File: config.mk
export PLATFORM = sky130hd
export DESIGN_NAME = mcp3208_emu
export DESIGN_NICKNAME = d
export VERILOG_FILES = /design/src/rtl/mcp3208_pkg.sv /design/src/rtl/spi_in_sync.sv /design/src/rtl/mcp3208_emu.sv
export SDC_FILE = /design/constraint.sdc
export NUM_CORES = 1
export LEC_CHECK = 0
export ABC_AREA = 1
export ABC_CLOCK_PERIOD_IN_PS = 2000
export BUFFER_PORTS_ARGS = -buffer_cell sky130_fd_sc_hd__buf_2
export CAP_MARGIN = 20
export CORE_AREA = 2 2 88 90
export DETAILED_ROUTE_END_ITERATION = 7
export DIE_AREA = 0 0 90 92
export PLACE_DENSITY = 0.67
export SYNTH_ARGS = -nofsm -noshare
export SYNTH_HDL_FRONTEND = slang
export SYNTH_SLANG_ARGS = --single-unit
File: constraint.sdc
create_clock -name clk -period 2 [get_ports clk]
set_input_delay 0.3 -clock clk [delete_from_list [all_inputs] [get_ports clk]]
set_output_delay 0.3 -clock clk [all_outputs]
set_load 0.03 [all_outputs]
File: src/rtl/mcp3208_pkg.sv
// Shared definitions for the MCP3208 chip-side emulator and its SPI master.
// Edge numbers count sclk rising edges from the start bit; fall fk follows rk.
package mcp3208_pkg;

  localparam int unsigned DEF_NCH = 8;
  localparam int unsigned DEF_DW  = 12;

  localparam int unsigned START_EDGE     = 1;
  localparam int unsigned CHAN_LAST_EDGE = 5;
  localparam int unsigned CAPTURE_EDGE   = 6;
  localparam int unsigned MSB_FIRST_EDGE = 7;
  localparam int unsigned LSB_FIRST_EDGE = 19;
  localparam int unsigned TRAIL_EDGE     = 30;

  typedef enum logic [2:0] {
    StIdle,
    StWaitStart,
    StCmd,
    StSample,
    StMsb,
    StLsb,
    StTrail
  } state_e;

  // Saturating edge counter so long trailing frames never wrap back into the data window.
  function automatic logic [4:0] edge_inc(logic [4:0] n);
    return (n == 5'd31) ? n : n + 5'd1;
  endfunction

endpackage

File: src/rtl/spi_in_sync.sv
// Multi-lane synchronizer chain with a one-flop edge detector per lane.
module spi_in_sync #(
  parameter int unsigned LANES  = 3,
  parameter int unsigned STAGES = 2
) (
  input  logic             clk,
  input  logic             rst,
  input  logic [LANES-1:0] async_in,
  output logic [LANES-1:0] level,
  output logic [LANES-1:0] rise,
  output logic [LANES-1:0] fall
);

  logic [LANES-1:0] chain_q [STAGES];
  logic [LANES-1:0] prev_q;

  always_ff @(posedge clk) begin
    if (rst) begin
      for (int i = 0; i < int'(STAGES); i++) chain_q[i] <= '0;
      prev_q <= '0;
    end else begin
      chain_q[0] <= async_in;
      for (int i = 1; i < int'(STAGES); i++) chain_q[i] <= chain_q[i-1];
      prev_q <= chain_q[STAGES-1];
    end
  end

  assign level = chain_q[STAGES-1];
  assign rise  = level & ~prev_q;
  assign fall  = ~level & prev_q;

endmodule

File: src/rtl/mcp3208_emu.sv
// MCP3208 chip-side SPI responder: decodes start/SGL/channel and returns a 12-bit
// value MSB-first then LSB-first, sampled once per frame from the parallel bus.
module mcp3208_emu
  import mcp3208_pkg::*;
#(
  parameter int unsigned NCH         = DEF_NCH,
  parameter int unsigned DW          = DEF_DW,
  parameter int unsigned SYNC_STAGES = 2
) (
  input  logic              clk,
  input  logic              rst,
  input  logic              cs,
  input  logic              sclk,
  input  logic              din,
  output logic              dout,
  output logic              dout_oe,
  input  logic [NCH*DW-1:0] ch_data,
  output logic              conv_strobe,
  output logic [2:0]        conv_chan,
  output logic              conv_sgl,
  output logic              frame_err
);

  localparam int unsigned IW = $clog2(DW);

  logic [2:0] lvl, rise, fall;
  logic       cs_lvl, cs_rise, cs_fall, sclk_rise, sclk_fall, din_lvl;
  logic       unused_din_edges;

  spi_in_sync #(
    .LANES (3),
    .STAGES(SYNC_STAGES)
  ) u_sync (
    .clk     (clk),
    .rst     (rst),
    .async_in({din, sclk, cs}),
    .level   (lvl),
    .rise    (rise),
    .fall    (fall)
  );

  assign cs_lvl           = lvl[0];
  assign cs_rise          = rise[0];
  assign cs_fall          = fall[0];
  assign sclk_rise        = rise[1];
  assign sclk_fall        = fall[1];
  assign din_lvl          = lvl[2];
  assign unused_din_edges = rise[2] ^ fall[2];

  state_e          state_q, state_d;
  logic [4:0]      rcnt_q, rcnt_d;
  logic            sgl_q, sgl_d;
  logic [2:0]      chan_q, chan_d;
  logic [DW-1:0]   word_q, word_d;
  logic            dout_q, dout_d, oe_q, oe_d;
  logic            strobe_q, strobe_d, err_q, err_d;
  logic [2:0]      conv_chan_q, conv_chan_d;
  logic            conv_sgl_q, conv_sgl_d;
  logic            armed_q, armed_d;
  logic [IW-1:0]   bit_idx;

  always_ff @(posedge clk) begin
    if (rst) state_q <= StIdle;
    else     state_q <= state_d;
  end

  always_comb begin
    state_d = state_q;
    if (cs_rise && state_q != StIdle) begin
      state_d = StIdle;
    end else begin
      case (state_q)
        StIdle:      if (cs_fall && armed_q) state_d = StWaitStart;
        StWaitStart: if (sclk_rise && din_lvl) state_d = StCmd;
        StCmd:       if (sclk_rise && rcnt_q == 5'(CHAN_LAST_EDGE - 1)) state_d = StSample;
        StSample:    if (sclk_fall && rcnt_q == 5'(CAPTURE_EDGE)) state_d = StMsb;
        StMsb:       if (sclk_fall && rcnt_q == 5'(LSB_FIRST_EDGE - 1)) state_d = StLsb;
        StLsb:       if (sclk_fall && rcnt_q == 5'(TRAIL_EDGE - 1)) state_d = StTrail;
        StTrail:     state_d = StTrail;
        default:     state_d = StIdle;
      endcase
    end
  end

  // MSB phase walks B11..B0 down, LSB phase walks B1..B11 up.
  always_comb begin
    if (state_q == StMsb) bit_idx = IW'(5'(MSB_FIRST_EDGE + DW - 1) - rcnt_q);
    else                  bit_idx = IW'(rcnt_q - 5'(LSB_FIRST_EDGE - 1));
  end

  always_comb begin
    rcnt_d      = rcnt_q;
    sgl_d       = sgl_q;
    chan_d      = chan_q;
    word_d      = word_q;
    dout_d      = dout_q;
    oe_d        = oe_q;
    conv_chan_d = conv_chan_q;
    conv_sgl_d  = conv_sgl_q;
    strobe_d    = 1'b0;
    err_d       = 1'b0;
    armed_d     = armed_q | cs_lvl;
    if (cs_rise && state_q != StIdle) begin
      oe_d   = 1'b0;
      dout_d = 1'b0;
      err_d  = (state_q == StCmd) || (state_q == StSample) || (state_q == StMsb);
    end else begin
      case (state_q)
        StIdle: begin
          oe_d   = 1'b0;
          dout_d = 1'b0;
          rcnt_d = '0;
        end
        StWaitStart: if (sclk_rise && din_lvl) rcnt_d = 5'(START_EDGE);
        StCmd: begin
          if (sclk_rise) begin
            rcnt_d = edge_inc(rcnt_q);
            if (rcnt_q == 5'(START_EDGE)) sgl_d = din_lvl;
            else                          chan_d = {chan_q[1:0], din_lvl};
          end
        end
        default: begin
          if (sclk_rise) rcnt_d = edge_inc(rcnt_q);
          if (sclk_fall) begin
            case (state_q)
              StSample: begin
                if (rcnt_q == 5'(CAPTURE_EDGE)) begin
                  word_d      = ch_data[chan_q*DW +: DW];
                  strobe_d    = 1'b1;
                  conv_chan_d = chan_q;
                  conv_sgl_d  = sgl_q;
                  oe_d        = 1'b1;
                  dout_d      = 1'b0;
                end
              end
              StMsb, StLsb: dout_d = word_q[bit_idx];
              default:      dout_d = 1'b0;
            endcase
          end
        end
      endcase
    end
  end

  always_ff @(posedge clk) begin
    if (rst) begin
      rcnt_q      <= '0;
      sgl_q       <= 1'b0;
      chan_q      <= '0;
      word_q      <= '0;
      dout_q      <= 1'b0;
      oe_q        <= 1'b0;
      strobe_q    <= 1'b0;
      err_q       <= 1'b0;
      conv_chan_q <= '0;
      conv_sgl_q  <= 1'b0;
      armed_q     <= 1'b0;
    end else begin
      rcnt_q      <= rcnt_d;
      sgl_q       <= sgl_d;
      chan_q      <= chan_d;
      word_q      <= word_d;
      dout_q      <= dout_d;
      oe_q        <= oe_d;
      strobe_q    <= strobe_d;
      err_q       <= err_d;
      conv_chan_q <= conv_chan_d;
      conv_sgl_q  <= conv_sgl_d;
      armed_q     <= armed_d;
    end
  end

  assign dout        = dout_q;
  assign dout_oe     = oe_q;
  assign conv_strobe = strobe_q;
  assign conv_chan   = conv_chan_q;
  assign conv_sgl    = conv_sgl_q;
  assign frame_err   = err_q;

endmodule
---- Word level (Yosys, flattened, before mapping) ----
Memory sizes are Yosys's and may differ from the RTL's.
Cells that the tools add are included.
word-level totals
  flip-flop bits (word level) ............. 35
  RAM bits ................................ 6
  bits of input ports ..................... 101
  output and inout bits ................... 8
  word-level logic and storage cells ...... 109
  memories kept ........................... 1
memories
  memory          depth  width  rd ports  clocked after Yosys merged registers in  write ports  line               RTL
  u_sync.chain_q  2      3      2         0                                        2            spi_in_sync.sv:14  logic [LANES-1:0] chain_q [STAGES];
cells by class
  add/subtract/negate cells ............... 3
  multiply operators ...................... 1
  magnitude comparators ................... 1
  equal/unequal tests ..................... 20
  shifts and indexed selects .............. 1
  muxes and demuxes ....................... 28
  bitwise operators ....................... 13
  reductions and logical operators ........ 28
operator list
  operator                                                     number
  variable part select 96 x 8 -> 12 bit                        1
  2-to-1 mux 3 bit                                             8
  one-hot mux 3 bit (7 select lines)                           1
  AND reduction 4 bit                                          4
  equality test 5 bit (second input constant)                  3
  2-to-1 mux 5 bit                                             3
  inequality test 2 bit (second input constant)                6
  equality test 5 x 3 -> 1 bit (second input constant)         2
  2-to-1 mux 1 bit                                             10
  one-hot mux 5 bit (2 select lines)                           1
  equality test 3 bit (second input constant)                  3
  OR reduction 2 bit                                           4
  logical AND 1 bit                                            7
  OR reduction 7 bit                                           1
  equality test 3 x 2 -> 1 bit (second input constant)         2
  inverter 1 bit                                               6
  one-hot mux 1 bit (2 select lines)                           3
  AND reduction 6 bit                                          1
  nonzero test 2 bit                                           3
  nonzero test 3 bit                                           2
  adder 5 x 1 -> 5 bit (second input constant)                 1
  equality test 5 x 1 -> 1 bit (second input constant)         1
  less-than comparator 4 x 5 -> 1 bit (second input constant)  1
  multiplier 3 x 2 -> 5 bit (second input constant)            1
  other kinds (15)                                             20

---- Logic depth before layout (Yosys ltp) ----
  depth in word-level cells ............... 7
  mapped depth ............................ 12
  mapped depth without buffers ............ 12

---- Cells and area by module ----
Synthesis repeated with hierarchy kept, for this count alone.
second synthesis, totals
  cell total of the unflattened synthesis .. 449
  area, all modules ....................... 2,899.0 sq um
modules (own cells, without submodules)
  module       instances  cells each  area each (sq um)  sequential area each (sq um)
  mcp3208_emu  1          409         2,583.7            660.6
  spi_in_sync  1          40          315.3              180.2

---- Least setup slack after synthesis ----
No wires, ideal clock.
  path type ............................... reg2reg
  start ................................... reg rcnt_q[0]
  end ..................................... reg dout_q, in the netlist dout
  library setup time ...................... 70 ps
  arrival time ............................ 1,624 ps
  required time ........................... 1,930 ps
  path slack .............................. 306 ps
  stages on the path, launching flop included .. 10
  buffers on the path ..................... 1
  period minus slack after synthesis ...... 1,694 ps
  path through ............................ dfxtp_1 -> buf_4 -> clkinv_1 -> ha_1 -> nand3b_1 -> nand3_1 -> nand3_1 -> a21oi_1 -> nand2_1 -> a21oi_1
between the ends
  longest elaborated chain between the ends .. 7
  elaborated cells between the ends (all ways) .. 11
  classes of those cells .................. 2 x add/sub; 2 x eq/ne; 6 x mux; 1 x reduce/logical
ends and longest elaborated chain
  what                                                                    line                                  RTL
  from (decl)                                                             mcp3208_emu.sv:51                     logic [4:0] rcnt_q, rcnt_d;
  from (signal assigned)                                                  mcp3208_emu.sv:159                    rcnt_q <= rcnt_d;
  subtractor 4 x 2 -> 4 bit or subtractor 2 x 4 -> 4 bit (tied branches)  mcp3208_emu.sv:88, mcp3208_emu.sv:87
  2-to-1 mux 4 bit                                                        mcp3208_emu.sv:87                     if (state_q == StMsb) bit_idx = IW'(5'(MSB_FIRST_EDGE + DW - 1) - rcnt_q);
  binary-select mux 1 bit (select 4 bit)                                  mcp3208_emu.sv:136                    StMsb, StLsb: dout_d = word_q[bit_idx];
  2-to-1 mux 1 bit (not written as such)                                  mcp3208_emu.sv:136
  one-hot mux 1 bit (2 select lines)                                      mcp3208_emu.sv:125                    case (state_q)
  2-to-1 mux 1 bit                                                        mcp3208_emu.sv:124                    if (sclk_fall) begin
  one-hot mux 1 bit (2 select lines)                                      mcp3208_emu.sv:108                    case (state_q)
  to (signal assigned)                                                    mcp3208_emu.sv:163                    dout_q <= dout_d;
  to (decl)                                                               mcp3208_emu.sv:55                     logic dout_q, dout_d, oe_q, oe_d;
Several ways; a longest one is shown, not always the timed one. The select of a mux whose other input is x is not followed.
A chain may end at the register's enable or synchronous reset.

---- Worst setup path after layout ----
Same ends and word-level chain as after synthesis.

==> flow_summary_export.csv <==
group,metric,value,unit
status,status,"finished clean",
final_layout,nNetsFinal,672,
timing,holdWs,204.4,ps
synthesis,synthMuxAreaShare,0,
synthesis,synth_area_leaders,"dfxtp_1 28%, nand3_1 12%, nand2_1 12%",
critical_path,worstReg2RegStart,"rcnt_q[0]$_SDFFE_PP0P_",
place,port_buffers,108,
clocking,clock_path_buffers,2,
drt,drc_errors,0,
clocking,h-tree-depth,2,
synthesis,ys_ff_latch,41,
place,place_congestion,0.8604,
synthesis,yosysTopAreaCell,"dfxtp_1",
place,dp_cells,656,
critical_path,path_max_fanout,9,
global_route,grt_overflow_total,0,
floorplanning,fp.dieW,90,um
floorplanning,core.rowCount,32,
timing,period_needed,1757,ps
floorplanning,die-area,0.008280,mm^2
synthesis,synth_compound_area_frac,0.2054,
synthesis,async_flop_share,0,
drt,drt-pass1-iter-count,4,
power,power_density,588.5,mW/mm^2
hold_path,min_path_cells,3,
place,dpl_cell_area,0.003533,mm^2
final_layout,drive_above_1_share,0.2562,
critical_path,start_kind,"flop",
synthesis,synth_top_family_by_area,"simple AND/OR/NAND/NOR gates",
clocking,clock_sinks,41,
synthesis,postSynthCellCount,464,
clocking,clk_latency,290,ps
power,peakVddDrop,0.2842,mV
critical_path,worstPathRequired,2230,ps
hold_path,hp-start,"cs",
timing,totalNegativeSetupSlack,0,ps
clocking,cts_root_buffer,"clkbuf_8",
power,power.total,2.160,mW
floorplanning,start_util,0.3878,
synthesis,synth_warnings,0,
synthesis,ys.flop_type,"dfxtp_1",
final_layout,diodes,0,
drt,met2_length,3860,um
clocking,cts_buffers,5,
timing,finClkSkew,3.335,ps
synthesis,synth_nets,575,
global_route,antenna_found_initial,0,
timing,clock.fmax,569.1,MHz
global_route,grt_start_max_net_pins,74,
global_route,grt_pass1_wl,13650,um
timing,finalHoldViolCount,0,
clocking,ctsHoldBuffers,0,
job,maxCapViolCount,0,
critical_path,worstSetupPathType,"flop to flop",
critical_path,end_kind,"flop",
clocking,cts_setup_buffers,0,
synthesis,ys_types,35,
clocking,cts_tree,"built",
drt,wl_met3,365,um
power,p_leak,1.878,nW
critical_path,regToRegEndpoint,"dout$_SDFFE_PP0P_",
timing,slew_headroom,0.7059,
timing,worst_slew_pin_slew,440.7,ps
synthesis,ys_seq_area_frac,0.2842,
critical_path,crit_slowest_cell,"dfxtp_1",
drt,wl_met1,3717,um
critical_path,path_cells,"clkinv_1 -> ha_1 -> nand3b_1 -> nand3_1 -> nand3_1 -> a21oi_1 -> nand2_1 -> a21oi_1",
global_route,grt_pass1_vias,3115,
critical_path,r2r_setup_slack,240,ps
synthesis,synthAdderAreaFrac,0.04333,
synthesis,avgSynthCellArea,6.224,um^2
final_layout,fin_area,0.003670,mm^2
clocking,cts_resized,0,
floorplanning,fp.dieH,92,um
critical_path,reg2regPathDepth,8,
hold_path,hold_class,"input pin to flop",
synthesis,synth_xor_area_frac,0.006066,
final_layout,stdcell_count,664,
critical_path,crit_arrival,1990,ps
drt,num_vias,3272,
synthesis,synth_enable_flop_cells,0,
timing,rsz0062_at_grt,"no",
timing,setup_violations,0,
drt,ant_nets,0,
drt,highest_layer,"met4",
drt,drt_wl_total,8131,um
drt,drt-wirelength-per-cell,12.25,um
timing,finalCritPeriodShare,0.8786,
hold_path,holdPathEnd,"u_sync.chain_q[0][0]$_SDFF_PP0_",
global_route,track_usage,0.1986,
floorplanning,core_area,0.007447,mm^2
drt,post_drt_via_cell_ratio,4.928,
floorplanning,io_pins,109,
place,hpwl,6441,um
final_layout,syn_to_final_growth,27.08,%
synthesis,syn-cell-area,0.002888,mm^2
critical_path,critPathMaxStageDelay,390,ps
synthesis,netlist.area_leader.share,0.2842,
timing,slew_viol_final,0,
drt,first_iter_violations,224,
synthesis,synthSimpleGateAreaFrac,0.3375,
clocking,path_clk_slew,80,ps
-- where the power goes --
| part | switching, mW | total (mW) | internal (mW) |
|---|---|---|---|
| clock | 0.298 | 0.794 | 0.496 |
| combinational | 0.295 | 0.499 | 0.204 |
| sequential | 0.0294 | 0.867 | 0.837 |
-- cell usage after synthesis, types with 3 or more instances --
cell / number
nand2_2: 3
inv_1: 55
nand4_1: 3
dfxtp_1: 41
nand3_1: 69
inv_2: 3
a21oi_1: 44
nor2_4: 3
o21ai_1: 13
clkbuf_1: 16
o21ai_0: 39
buf_2: 3
nor2_1: 30
ha_1: 10
a31oi_1: 13
nand2_1: 91
buf_1: 3
nand2_4: 3
-- cells in the final DEF, fill, tap and decap left out, types with 10 or more instances in the layout --
cell / n
a31oi_1: 13
nand2_1: 91
o21ai_0: 39
ha_1: 10
o21ai_1: 13
buf_2: 108
inv_1: 54
dfxtp_1: 40
nor2_1: 29
nand3_1: 69
a21oi_1: 44
-- metal layers --
layer,GRT usage,vias to the layer above
met1,0.2601,1436
met2,0.3264,91
met4,0.07821,0
li1,-,1726
met5,0,-
met3,0.03369,19
-- worst max-delay path by stage --
stage                                 from                       to  slack, ps  cells past startpoint
CTS                 rcnt_q[0]$_SDFFE_PP0P_        dout$_SDFFE_PP0P_        230                      8
finish              rcnt_q[0]$_SDFFE_PP0P_        dout$_SDFFE_PP0P_        240                      8
global placement    rcnt_q[1]$_SDFFE_PP0P_        dout$_SDFFE_PP0P_        320                      8
detailed placement  rcnt_q[1]$_SDFFE_PP0P_        dout$_SDFFE_PP0P_        250                      8
floorplan           rcnt_q[0]$_SDFFE_PP0P_        dout$_SDFFE_PP0P_        310                      9
global route        rcnt_q[0]$_SDFFE_PP0P_  state_q[0]$_SDFFE_PP0P_         20                      9
-- through the flow --
stage	setup slack, ps	utilization
global placement	320.6	0.4745
global route	21.72	0.4928
floorplan	306.1	-
CTS	233.5	0.4924
finish	242.8	0.4928
detailed placement	254.4	0.4745
-- sequential cells by signal, summed over array words and instances (netlist names), 2 cells and up --
signal	flops
chan_q	3
conv_chan	3
rcnt_q	5
state_q	3
u_sync.chain_q	6
u_sync.prev_q	2
word_q	12
-- worst max-delay path, delay by kind of cell (launching register included) --
kind                     cells  cell delay [ps]
AO/OA/AOI/OAI                2              230
flip-flops                   1              390
buffers and inverters        1              240
AND/OR/NAND/NOR              4              460
adder cells (fa/ha/maj)      1              380
-- logic make-up after synthesis --
| group | after synthesis |
|---|---|
| DFF | 41 |
| adders and majority gates | 10 |
| AOI/OAI and AO/OA | 113 |
| buffers and inverters | 88 |
| and+or+nand+nor | 210 |
| xor gates and xnor gates | 2 |
-- cell type report --
| class | instances | area (um^2) |
|---|---|---|
| well taps | 102 | 127.6 |
| multi-input cells | 335 | 1713 |
| clock buffers | 5 | 68.82 |
| clock inverters | 3 | 65.06 |
| inverters | 62 | 235.2 |
| fillers | 786 | 3777 |
| repair buffers | 116 | 638.1 |
| flip-flops and latches | 41 | 822.0 |
Note: power is estimated with default switching activity, not from simulation.
